**config.mk**
```make
export PLATFORM = sky130hd
export DESIGN_NAME = m_unit_seq
export DESIGN_NICKNAME = d
export VERILOG_FILES = /design/src/rtl/m_unit_seq_pkg.sv /design/src/rtl/m_div_step.sv /design/src/rtl/m_unit_seq.sv
export SDC_FILE = /design/constraint.sdc
export NUM_CORES = 2
export LEC_CHECK = 0
export CORE_MARGIN = 2
export CORE_UTILIZATION = 30
export CTS_CLUSTER_SIZE = 28
export DETAILED_ROUTE_END_ITERATION = 12
export GPL_ROUTABILITY_DRIVEN = 0
export GPL_TIMING_DRIVEN = 0
export SKIP_LAST_GASP = 1
export SLEW_MARGIN = 15
export SYNTH_ARGS = -nofsm -noshare
export SYNTH_HDL_FRONTEND = slang
export SYNTH_SLANG_ARGS = --single-unit
```
**constraint.sdc**
```tcl
create_clock -name clk -period 13.37 [get_ports clk]
set_input_delay 4.011 -clock clk [delete_from_list [all_inputs] [get_ports clk]]
set_output_delay 4.011 -clock clk [all_outputs]
set_load 0.005 [all_outputs]
```
**src/rtl/m_unit_seq_pkg.sv**
```systemverilog
// m_unit_seq_pkg
// Shared definitions for the sequential RISC-V M-extension unit:
//   - OP/M-extension opcode and func7 constants
//   - func3 operation enum (MUL..REMU)
//   - FSM state enum
//   - small decode helpers working on the raw instruction or on func3
package m_unit_seq_pkg;

  localparam logic [6:0] M_OPCODE = 7'b0110011;
  localparam logic [6:0] M_FUNC7  = 7'b0000001;

  typedef enum logic [2:0] {
    F3_MUL    = 3'd0,
    F3_MULH   = 3'd1,
    F3_MULHSU = 3'd2,
    F3_MULHU  = 3'd3,
    F3_DIV    = 3'd4,
    F3_DIVU   = 3'd5,
    F3_REM    = 3'd6,
    F3_REMU   = 3'd7
  } m_func3_e;

  typedef enum logic [2:0] {
    ST_IDLE   = 3'd0,
    ST_DECODE = 3'd1,
    ST_MUL    = 3'd2,
    ST_DIV    = 3'd3,
    ST_FIXUP  = 3'd4,
    ST_DONE   = 3'd5
  } m_state_e;

  // True when the instruction word belongs to the M extension.
  function automatic logic is_m_insn(input logic [31:0] insn);
    return (insn[6:0] == M_OPCODE) && (insn[31:25] == M_FUNC7);
  endfunction

  function automatic logic is_div_op(input m_func3_e f3);
    return f3 inside {F3_DIV, F3_DIVU, F3_REM, F3_REMU};
  endfunction

  function automatic logic is_rem_op(input m_func3_e f3);
    return f3 inside {F3_REM, F3_REMU};
  endfunction

  // Signed divide/remainder: operands are made absolute and fixed up later.
  function automatic logic is_signed_div(input m_func3_e f3);
    return f3 inside {F3_DIV, F3_REM};
  endfunction

  // Multiplier operand signedness: MULH is s*s, MULHSU is s*u, the rest u*u.
  function automatic logic mul_rs1_signed(input m_func3_e f3);
    return f3 inside {F3_MULH, F3_MULHSU};
  endfunction

  function automatic logic mul_rs2_signed(input m_func3_e f3);
    return f3 == F3_MULH;
  endfunction

endpackage

```
**src/rtl/m_div_step.sv**
```systemverilog
// m_div_step
// Combinational restoring-division step retiring DIV_BITS quotient bits.
// The partial remainder is always smaller than the divisor on entry, so the
// shifted value fits in XLEN+1 bits and the top bit is zero after each
// conditional subtract.
// Ports:
//   rem_in   [XLEN-1:0]      partial remainder from the previous step
//   dvd_bits [DIV_BITS-1:0]  next dividend bits, MSB first
//   divisor  [XLEN-1:0]      divisor magnitude (never zero here)
//   rem_out  [XLEN-1:0]      partial remainder after DIV_BITS steps
//   q_bits   [DIV_BITS-1:0]  quotient bits produced, MSB first
module m_div_step #(
  parameter int XLEN     = 32,
  parameter int DIV_BITS = 1
) (
  input  logic [XLEN-1:0]     rem_in,
  input  logic [DIV_BITS-1:0] dvd_bits,
  input  logic [XLEN-1:0]     divisor,
  output logic [XLEN-1:0]     rem_out,
  output logic [DIV_BITS-1:0] q_bits
);

  logic [XLEN:0] r;

  always_comb begin
    q_bits = '0;
    r      = {1'b0, rem_in};
    for (int i = DIV_BITS - 1; i >= 0; i--) begin
      r = {r[XLEN-1:0], dvd_bits[i]};
      if (r >= {1'b0, divisor}) begin
        r         = r - {1'b0, divisor};
        q_bits[i] = 1'b1;
      end
    end
    rem_out = r[XLEN-1:0];
  end

endmodule

```
**src/rtl/m_unit_seq.sv**
```systemverilog
// m_unit_seq
// Sequential RISC-V M-extension unit on a PCPI-style coprocessor interface.
// FSM: IDLE -> DECODE -> (MUL | DIV | straight to FIXUP) -> FIXUP -> DONE -> IDLE.
// Handshake: an instruction is accepted only on an edge where the FSM is in
// IDLE, pcpi_valid is high and the word decodes as an M instruction; the
// operands are captured on that edge and later input changes are ignored.
// pcpi_busy is high in DECODE/MUL/DIV/FIXUP, and pcpi_ready/pcpi_wr pulse for
// exactly the DONE cycle with pcpi_rd holding the result (zero otherwise).
// Ports:
//   clk, resetn           clock; synchronous active-high reset
//   pcpi_valid/insn       instruction offer
//   pcpi_rs1/rs2 [XLEN]   operands
//   pcpi_ready/wr         one-cycle result pulse
//   pcpi_busy             operation in progress
//   pcpi_rd [XLEN]        result
//   dbg_state [2:0]       current FSM state (m_state_e encoding)
module m_unit_seq
  import m_unit_seq_pkg::*;
#(
  parameter int XLEN       = 32,
  parameter int DIV_BITS   = 1,
  parameter int MUL_STAGES = 1
) (
  input  logic            clk,
  input  logic            resetn,
  input  logic            pcpi_valid,
  input  logic [31:0]     pcpi_insn,
  input  logic [XLEN-1:0] pcpi_rs1,
  input  logic [XLEN-1:0] pcpi_rs2,
  output logic            pcpi_ready,
  output logic            pcpi_wr,
  output logic            pcpi_busy,
  output logic [XLEN-1:0] pcpi_rd,
  output logic [2:0]      dbg_state
);

  localparam int DIV_ITERS = XLEN / DIV_BITS;
  localparam int CNT_W     = $clog2(DIV_ITERS) + 1;
  localparam logic [XLEN-1:0] XMIN = {1'b1, {(XLEN-1){1'b0}}};

  m_state_e        state_q, state_d;
  m_func3_e        f3_q;
  logic [XLEN-1:0] rs1_q, rs2_q;
  logic [XLEN-1:0] dvsr_q, quo_q, rem_q;
  logic [CNT_W-1:0] cnt_q;
  logic            div0_q, ovf_q;
  logic            ready_q;
  logic [XLEN-1:0] rd_q;

  logic [2*XLEN-1:0] prod_pipe [0:MUL_STAGES];

  // Only opcode/func3/func7 matter; register fields are ignored.
  logic unused_insn_fields;
  assign unused_insn_fields = ^{pcpi_insn[24:15], pcpi_insn[11:7]};

  // ---------------------------------------------------------------- decode
  logic accept;
  logic dec_div0, dec_ovf;
  logic [XLEN-1:0] abs_rs1, abs_rs2;
  logic mul_last, div_last;

  assign accept   = (state_q == ST_IDLE) && pcpi_valid && is_m_insn(pcpi_insn);
  assign dec_div0 = (rs2_q == '0);
  assign dec_ovf  = is_signed_div(f3_q) && (rs1_q == XMIN) && (rs2_q == '1);
  assign abs_rs1  = (is_signed_div(f3_q) && rs1_q[XLEN-1]) ? -rs1_q : rs1_q;
  assign abs_rs2  = (is_signed_div(f3_q) && rs2_q[XLEN-1]) ? -rs2_q : rs2_q;
  assign mul_last = (cnt_q == CNT_W'(MUL_STAGES));
  assign div_last = (cnt_q == CNT_W'(DIV_ITERS - 1));

  // ---------------------------------------------------------------- FSM
  always_comb begin
    state_d = state_q;
    case (state_q)
      ST_IDLE:   if (accept) state_d = ST_DECODE;
      ST_DECODE: begin
        if (!is_div_op(f3_q))         state_d = ST_MUL;
        else if (dec_div0 || dec_ovf) state_d = ST_FIXUP;
        else                          state_d = ST_DIV;
      end
      ST_MUL:    if (mul_last) state_d = ST_FIXUP;
      ST_DIV:    if (div_last) state_d = ST_FIXUP;
      ST_FIXUP:  state_d = ST_DONE;
      ST_DONE:   state_d = ST_IDLE;
      default:   state_d = ST_IDLE;
    endcase
  end

  always_ff @(posedge clk) begin
    if (resetn) begin
      state_q <= ST_IDLE;
      cnt_q   <= '0;
    end else begin
      state_q <= state_d;
      // One counter serves both MUL (0..MUL_STAGES) and DIV (0..ITERS-1).
      if (state_q == ST_MUL || state_q == ST_DIV) cnt_q <= cnt_q + 1'b1;
      else                                        cnt_q <= '0;
    end
  end

  // ---------------------------------------------------------------- multiply
  logic [2*XLEN-1:0] mul_a, mul_b, prod_full;

  assign mul_a     = {{XLEN{mul_rs1_signed(f3_q) & rs1_q[XLEN-1]}}, rs1_q};
  assign mul_b     = {{XLEN{mul_rs2_signed(f3_q) & rs2_q[XLEN-1]}}, rs2_q};
  assign prod_full = mul_a * mul_b;

  // Operands are stable from DECODE on, so after MUL_STAGES+1 loads the
  // last pipe stage holds the product when FIXUP reads it.
  always_ff @(posedge clk) begin
    if (state_q == ST_DECODE || state_q == ST_MUL) begin
      prod_pipe[0] <= prod_full;
      for (int i = 1; i <= MUL_STAGES; i++) prod_pipe[i] <= prod_pipe[i-1];
    end
  end

  // ---------------------------------------------------------------- divide
  logic [XLEN-1:0]     step_rem;
  logic [DIV_BITS-1:0] step_q;

  m_div_step #(
    .XLEN     (XLEN),
    .DIV_BITS (DIV_BITS)
  ) u_div_step (
    .rem_in   (rem_q),
    .dvd_bits (quo_q[XLEN-1 -: DIV_BITS]),
    .divisor  (dvsr_q),
    .rem_out  (step_rem),
    .q_bits   (step_q)
  );

  // quo_q starts as the dividend magnitude; dividend bits shift out of the
  // top while quotient bits shift in at the bottom.
  always_ff @(posedge clk) begin
    case (state_q)
      ST_IDLE: begin
        if (accept) begin
          f3_q  <= m_func3_e'(pcpi_insn[14:12]);
          rs1_q <= pcpi_rs1;
          rs2_q <= pcpi_rs2;
        end
      end
      ST_DECODE: begin
        div0_q <= dec_div0;
        ovf_q  <= dec_ovf;
        rem_q  <= '0;
        quo_q  <= abs_rs1;
        dvsr_q <= abs_rs2;
      end
      ST_DIV: begin
        rem_q <= step_rem;
        quo_q <= {quo_q[XLEN-DIV_BITS-1:0], step_q};
      end
      default: ;
    endcase
  end

  // ---------------------------------------------------------------- fixup
  logic            neg_q, neg_r;
  logic [XLEN-1:0] q_fix, r_fix, result;

  assign neg_q = is_signed_div(f3_q) && (rs1_q[XLEN-1] ^ rs2_q[XLEN-1]);
  assign neg_r = is_signed_div(f3_q) && rs1_q[XLEN-1];
  assign q_fix = neg_q ? -quo_q : quo_q;
  assign r_fix = neg_r ? -rem_q : rem_q;

  always_comb begin
    result = '0;
    if (!is_div_op(f3_q)) begin
      if (f3_q == F3_MUL) result = prod_pipe[MUL_STAGES][XLEN-1:0];
      else                result = prod_pipe[MUL_STAGES][2*XLEN-1:XLEN];
    end else if (div0_q) begin
      result = is_rem_op(f3_q) ? rs1_q : '1;
    end else if (ovf_q) begin
      result = is_rem_op(f3_q) ? '0 : XMIN;
    end else begin
      result = is_rem_op(f3_q) ? r_fix : q_fix;
    end
  end

  // ---------------------------------------------------------------- outputs
  always_ff @(posedge clk) begin
    if (resetn) begin
      ready_q <= 1'b0;
      rd_q    <= '0;
    end else begin
      ready_q <= (state_q == ST_FIXUP);
      rd_q    <= (state_q == ST_FIXUP) ? result : '0;
    end
  end

  assign pcpi_ready = ready_q;
  assign pcpi_wr    = ready_q;
  assign pcpi_rd    = rd_q;
  assign pcpi_busy  = state_q inside {ST_DECODE, ST_MUL, ST_DIV, ST_FIXUP};
  assign dbg_state  = state_q;

endmodule

```
# Yosys cells after proc, flatten, opt, wreduce, memory -nomap -nowiden
# Memory sizes are Yosys's and may differ from the RTL's.
# Index checks and enable logic that the tools add are counted.
# Widths: inputs -> output; s select.
# totals
ff_bits	207
mem_bits_rw	128
out_inout_bits	38
n_memories	1
# mem_list
memory	words	word_bits	rd	rd_ports_with_merged_regs	wr	line	source
prod_pipe	2	64	2	0	2	m_unit_seq.sv:50	logic [2*XLEN-1:0] prod_pipe [0:MUL_STAGES];
# op_classes
n_addsub	6
multipliers	1
magnitude_cmp	1
eq_ne	19
mux	23
bitwise_logic	5
reduce_logical	24
# op_table
cell	n
$mux 32	12
$neg 32->32	4
$pmux 32 s2	2
$eq 32x32->1 const B	2
$mul 33x33->64	1
$ge 33x32->1	1
$logic_not 32->1	1
$sub 32x32->32	1
$eq 3x3->1 const B	5
$mux 3	5
$pmux 3 s5	1
$eq 3x2->1 const B	3
$logic_and 1x1->1	8
$reduce_bool 2->1	4
$reduce_bool 4->1	2
$eq 7x1->1 const B	1
$eq 7x6->1 const B	1
$add 6x1->6 const B	1
$eq 3x1->1 const B	2
$eq 6x1->1 const B	1
$eq 6x5->1 const B	1
$logic_not 3->1	2
$ne 2x2->1 const B	3
$reduce_or 2->1	2
other kinds (7)	13

# Longest topological paths before layout
# depth
word_depth	8
depth_mapped	31
depth_no_buf	29

# Modules after synthesis
# Synthesis repeated with hierarchy kept, for this count alone.
# unflattened
cells_unflattened	5772
hier_area_um2	55051.5
# by_module_without_submodules
mod	n_inst	cells_each	area_per_inst_um2	seq_area_each_um2
m_unit_seq	1	5449	52720.6	9639.2
m_div_step	1	323	2331.0	0.0

# Worst setup path before layout
# No wires, ideal clock.
# synth_path
path_type	flip-flop to flip-flop
from	register rs1_q[31]
to	memory prod_pipe[0][63] (netlist name), data pin
setup_time_ps	260
arrival_ps	8172
path_slack_ps	4938
stages_incl_launch_ff	29
n_path_buf	2
period_less_slack_ps	8432
path_cell_list	edfxtp_1 clkbuf_1 nor3b_1 clkbuf_1 nand2_1 fa_1 fa_1 inv_1 fa_1 inv_1 fa_1 inv_1 fa_1 fa_1 inv_1 fa_1 fa_1 inv_1 ha_1 a21oi_1 nor2b_1 o21ai_0 nand2b_1 a21o_1 a21o_1 a21o_1 a41o_1 a21oi_1 xnor2_1
# synth_rtl
element	line	source
from (decl)	m_unit_seq.sv:43	logic [XLEN-1:0] rs1_q, rs2_q;
from (signal assigned)	m_unit_seq.sv:138	rs1_q <= pcpi_rs1;
to (decl)	m_unit_seq.sv:50	

==> key figures <==
Setup path
  • CP dominant cell by count: fa_1
  • CP max stage cell: a311oi_1
  • CP Launch Type: register
  • FF-to-FF path depth: 25
  • Critical path's largest stage delay: 1.07 ns
  • FF-to-FF End: prod_pipe[0][62]$_DFFE_PP_
  • Worst Setup End Kind: register
  • Critical path class: register to register
  • Reg2Reg Setup Slack: 1.42 ns
  • FF-to-FF Start: rs1_q[31]$_DFFE_PP_
  • Critical path peak fanout: 10
  • WP data arrival: 12.41 ns
  • CP required: 13.83 ns

Global route
  • First-pass GRT wire length: 289000 microns
  • Antenna violations before repair: 28
  • Total gr overflow: 0
  • Vias in the first global route: 43134
  • Pin count of the biggest net entering global routing: 52
  • Total GRT Usage: 21.5%

Pwr
  • Clk pwr share: 31.3%
  • Sw Ratio: 30.2%
  • Cell Pwr Density: 52.5 nW/um^2
  • Internal: 2.20 mW
  • Lkg Pwr: 26.4 nW
  • VDD IR max: 0.000154 V
  • Sequential share of power: 47.3%
  • Net load switching power: 951 uW
  • Power share of the combinational group: 21.3%

Final layout
  • Layout cell share with drive strength beyond 1: 2.56%
  • Final net count: 7276
  • Area growth, synth to finish: 10.3%
  • Final Util: 33.2%

Logic synthesis
  • Post-synth net total: 7110
  • Mux share of post-synthesis cell area: 1.25%
  • Mean Syn Cell Area: 9.64 sq um
  • Cell Area, Synth: 54300 sq um
  • Largest family of logic cells by synthesized area: adder cells
  • Main synth FF type: edfxtp_1
  • EDFF count, synth: 293
  • Synth Instances: 5633
  • Share of synthesized registers carrying an async set or reset: 0%
  • FF+latch count, synth: 335
  • Compound-Gate Fraction of Synth Area: 6.11%
  • Warnings, synthesis: 0
  • Sequential share of the synthesized area: 17.7%
  • Post-synthesis share of cell area spent on xor and xnor gates: 3.53%
  • Yosys cell types: 69
  • Simple-Gate Fraction of Synth Area: 13.6%
  • Post-Synth Adder-Cell Area: 47.3%

Timing
  • Max Transition Viols Final: 0
  • Least-Margin Pin Slew: 1.43 ns
  • Endpoints failing hold: 0
  • Total negative slack: 0 ns
  • Number of setup violations in the final report: 0
  • Fmax: 83.7 MHz
  • RSZ-0062 raised after global routing: false
  • Slew HR: 3.58%
  • Final Critical Period: 11.95 ns
  • Setup Skew: 0.0636 ns
  • Final period util: 89.4%

Route
  • Pre-Repair DR Iteration Count: 8
  • DR WL/cell: 24.2 microns
  • Routed WL: 199000 microns
  • 1st-iter DRT viols: 4491
  • Vias: 41931
  • Vias/cell: 5.11
  • DRT antenna net count: 0
  • Drc violations: 2

Clock tree
  • Clock Pin Slew Worst Setup and Hold Paths: 0.10 ns
  • Post-CTS Hold Buffers: 0
  • Worst-Skew Late Latency: 0.68 ns
  • Post-CTS Setup Inserts: 0
  • Clk sink count: 335
  • Clock Tree Root: clkbuf_16
  • H-tree depth: 1
  • Clk buf depth: 3
  • PostCTS Resize Cnt: 0
  • CTS Buf Count: 31
  • TritonCTS clock tree: built

Worst hold path
  • Hold path endpoint: prod_pipe[0][97]$_DFFE_PP_
  • Hold wc startpoint: prod_pipe[0][33]$_DFFE_PP_
  • Worst hold path depth: 0
  • Hold WC Path Type: register to register

Floorplanning
  • Die Ht: 430 microns
  • Starting Density: 30.1%
  • Num rows: 156
  • # IOs: 137
  • Core Box Area: 180000 sq um
  • Die Area: 184000 sq um
  • Die X: 430 microns

Placement
  • PortBufs: 121
  • DP HPWL: 163000 microns

Run status
  • Failing checks: DRC
  • Status: finished, violations left

Run
  • Max_cap viols: 0
==> cells in the mapped netlist, types with 10 or more instances <==
master	number	area, sq um
a211oi_1	15	113
a21o_1	38	285
a21oi_1	156	781
a31oi_1	20	125
and2_1	367	2300
and3_1	10	62.6
buf_1	62	233
clkbuf_1	247	927
dfxtp_1	42	841
edfxtp_1	293	8800
fa_1	1126	22500
ha_1	252	3150
inv_1	1195	4490
mux2_2	32	360
mux2i_1	32	320
nand2_1	809	3040
nand2b_1	16	100
nand3_1	30	150
nand4_1	17	106
nor2_1	190	713
nor2b_1	15	93.8
nor3_1	42	210
nor4_1	14	87.6
o211ai_1	25	188
o21a_1	12	90.1
o21ai_0	186	931
o31ai_1	22	165
o41ai_1	11	96.3
or3_1	16	100
xnor2_1	140	1230
xor2_1	79	692
==> layout make-up <==
| type | instances | area [sq um] |
|---|---|---|
| inverter | 1195 | 4490 |
| timing repair buffer | 133 | 1440 |
| antenna | 16 | 40.0 |
| fill | 18542 | 120000 |
| multi-input combinational | 3785 | 39000 |
| clock buffer | 38 | 888 |
| sequential | 335 | 9640 |
| tap | 2370 | 2970 |
| clock inverter | 18 | 210 |
| buffer | 318 | 1230 |
==> worst max path at each step <==
stage,slack [ns],endpoint,cells past startpoint,start
after global placement,1.85,prod_pipe[0][62]$_DFFE_PP_,25,rs1_q[31]$_DFFE_PP_
after detailed placement,1.97,prod_pipe[0][57]$_DFFE_PP_,25,rs1_q[31]$_DFFE_PP_
after global routing,1.28,prod_pipe[0][62]$_DFFE_PP_,25,rs1_q[31]$_DFFE_PP_
final,1.42,prod_pipe[0][62]$_DFFE_PP_,25,rs1_q[31]$_DFFE_PP_
after CTS,1.92,prod_pipe[0][57]$_DFFE_PP_,25,rs1_q[31]$_DFFE_PP_
after floorplan,4.94,prod_pipe[0][63]$_DFFE_PP_,28,rs1_q[31]$_DFFE_PP_
==> worst max-delay path: cells and delay by family, from the launching register on <==
family                   cells  cell delay, ns
buffers and inverters        7            1.96
flip-flops                   1            0.43
XOR/XNOR                     1            0.25
adder cells (fa/ha/maj)      9            4.91
AO/OA/AOI/OAI                6            2.85
AND/OR/NAND/NOR              2            1.34
==> stage by stage <==
stage          area (sq um)  setup WS, ns  hold WS, ns  cells  power [mW]
6_report              59900          1.42        0.401   8208        3.15
3_3_place_gp          58500          1.85        0.404   8124        2.17
3_5_place_dp          58800          1.97        0.405   8136        2.17
4_1_cts               59900          1.92        0.403   8192        3.15
2_1_floorplan         54300          4.94        0.400   5633        1.94
5_1_grt               59900          1.28        0.417   8194        3.26
==> kinds of logic (layout without fill, tap and decap cells) <==
logic type	Yosys count	after routing
fa+ha+maj	1378	1378
other cells	0	16
buf+inv	1513	1702
xor+xnor	219	219
mux	64	64
simple gates	1574	1574
compound gates	550	550
flops	335	335
==> registers in the layout, summed over array words and instances, names as in the netlist <==
| name | cells |
|---|---|
| cnt_q | 6 |
| pcpi_ready | 1 |
| dbg_state | 3 |
| quo_q | 32 |
| rs1_q | 32 |
| f3_q | 3 |
| rs2_q | 32 |
| pcpi_rd | 32 |
| rem_q | 32 |
| div0_q | 1 |
| ovf_q | 1 |
| dvsr_q | 32 |
| prod_pipe | 128 |
==> metal layers <==
layer	vias up	track usage, %	routed length, microns
met1	21339	26.1	72000
met5	-	0	181
met2	2499	33.4	89300
met4	20	14.8	16400
li1	17431	-	-
met3	642	5.42	21000
==> power by group through the flow <==
stage	clock network [mW]	logic (mW)	registers [mW]
2_1_floorplan	0	0.438	1.50
3_3_place_gp	0	0.599	1.57
3_5_place_dp	0	0.664	1.50
4_1_cts	1.00	0.667	1.48
5_1_grt	1.03	0.729	1.50
6_report	0.987	0.672	1.49
==> cell usage in the layout, fill, tap and decap left out, types with 10 or more instances in the layout <==
cell             netlist  final
ha_1                 252    252
edfxtp_1             293    293
clkbuf_16              0     34
clkbuf_1             247    234
and2_1               367    367
a21oi_1              156    156
clkbuf_2               0     15
a31oi_1               20     20
nand2b_1              16     16
or3_1                 16     16
fa_1                1126   1125
mux2_2                32     32
a21o_1                38     38
o211ai_1              25     25
nand2_1              809    809
nor4_1                14     13
o41ai_1               11     11
nor2b_1               15     15
nand4_1               17     17
dfxtp_1               42     42
o21ai_0              186    186
nor3_1                42     41
buf_1                 62     62
a211oi_1              15     15
nand3_1               30     30
mux2i_1               32     32
diode_2                0     16
o31ai_1               22     22
and3_1                10     10
inv_1               1195   1194
xnor2_1              140    140
xor2_1                79     79
clkdlybuf4s50_1        0    121
nor2_1               190    188
o21a_1                12     12
(Power assumes the default switching activity.)
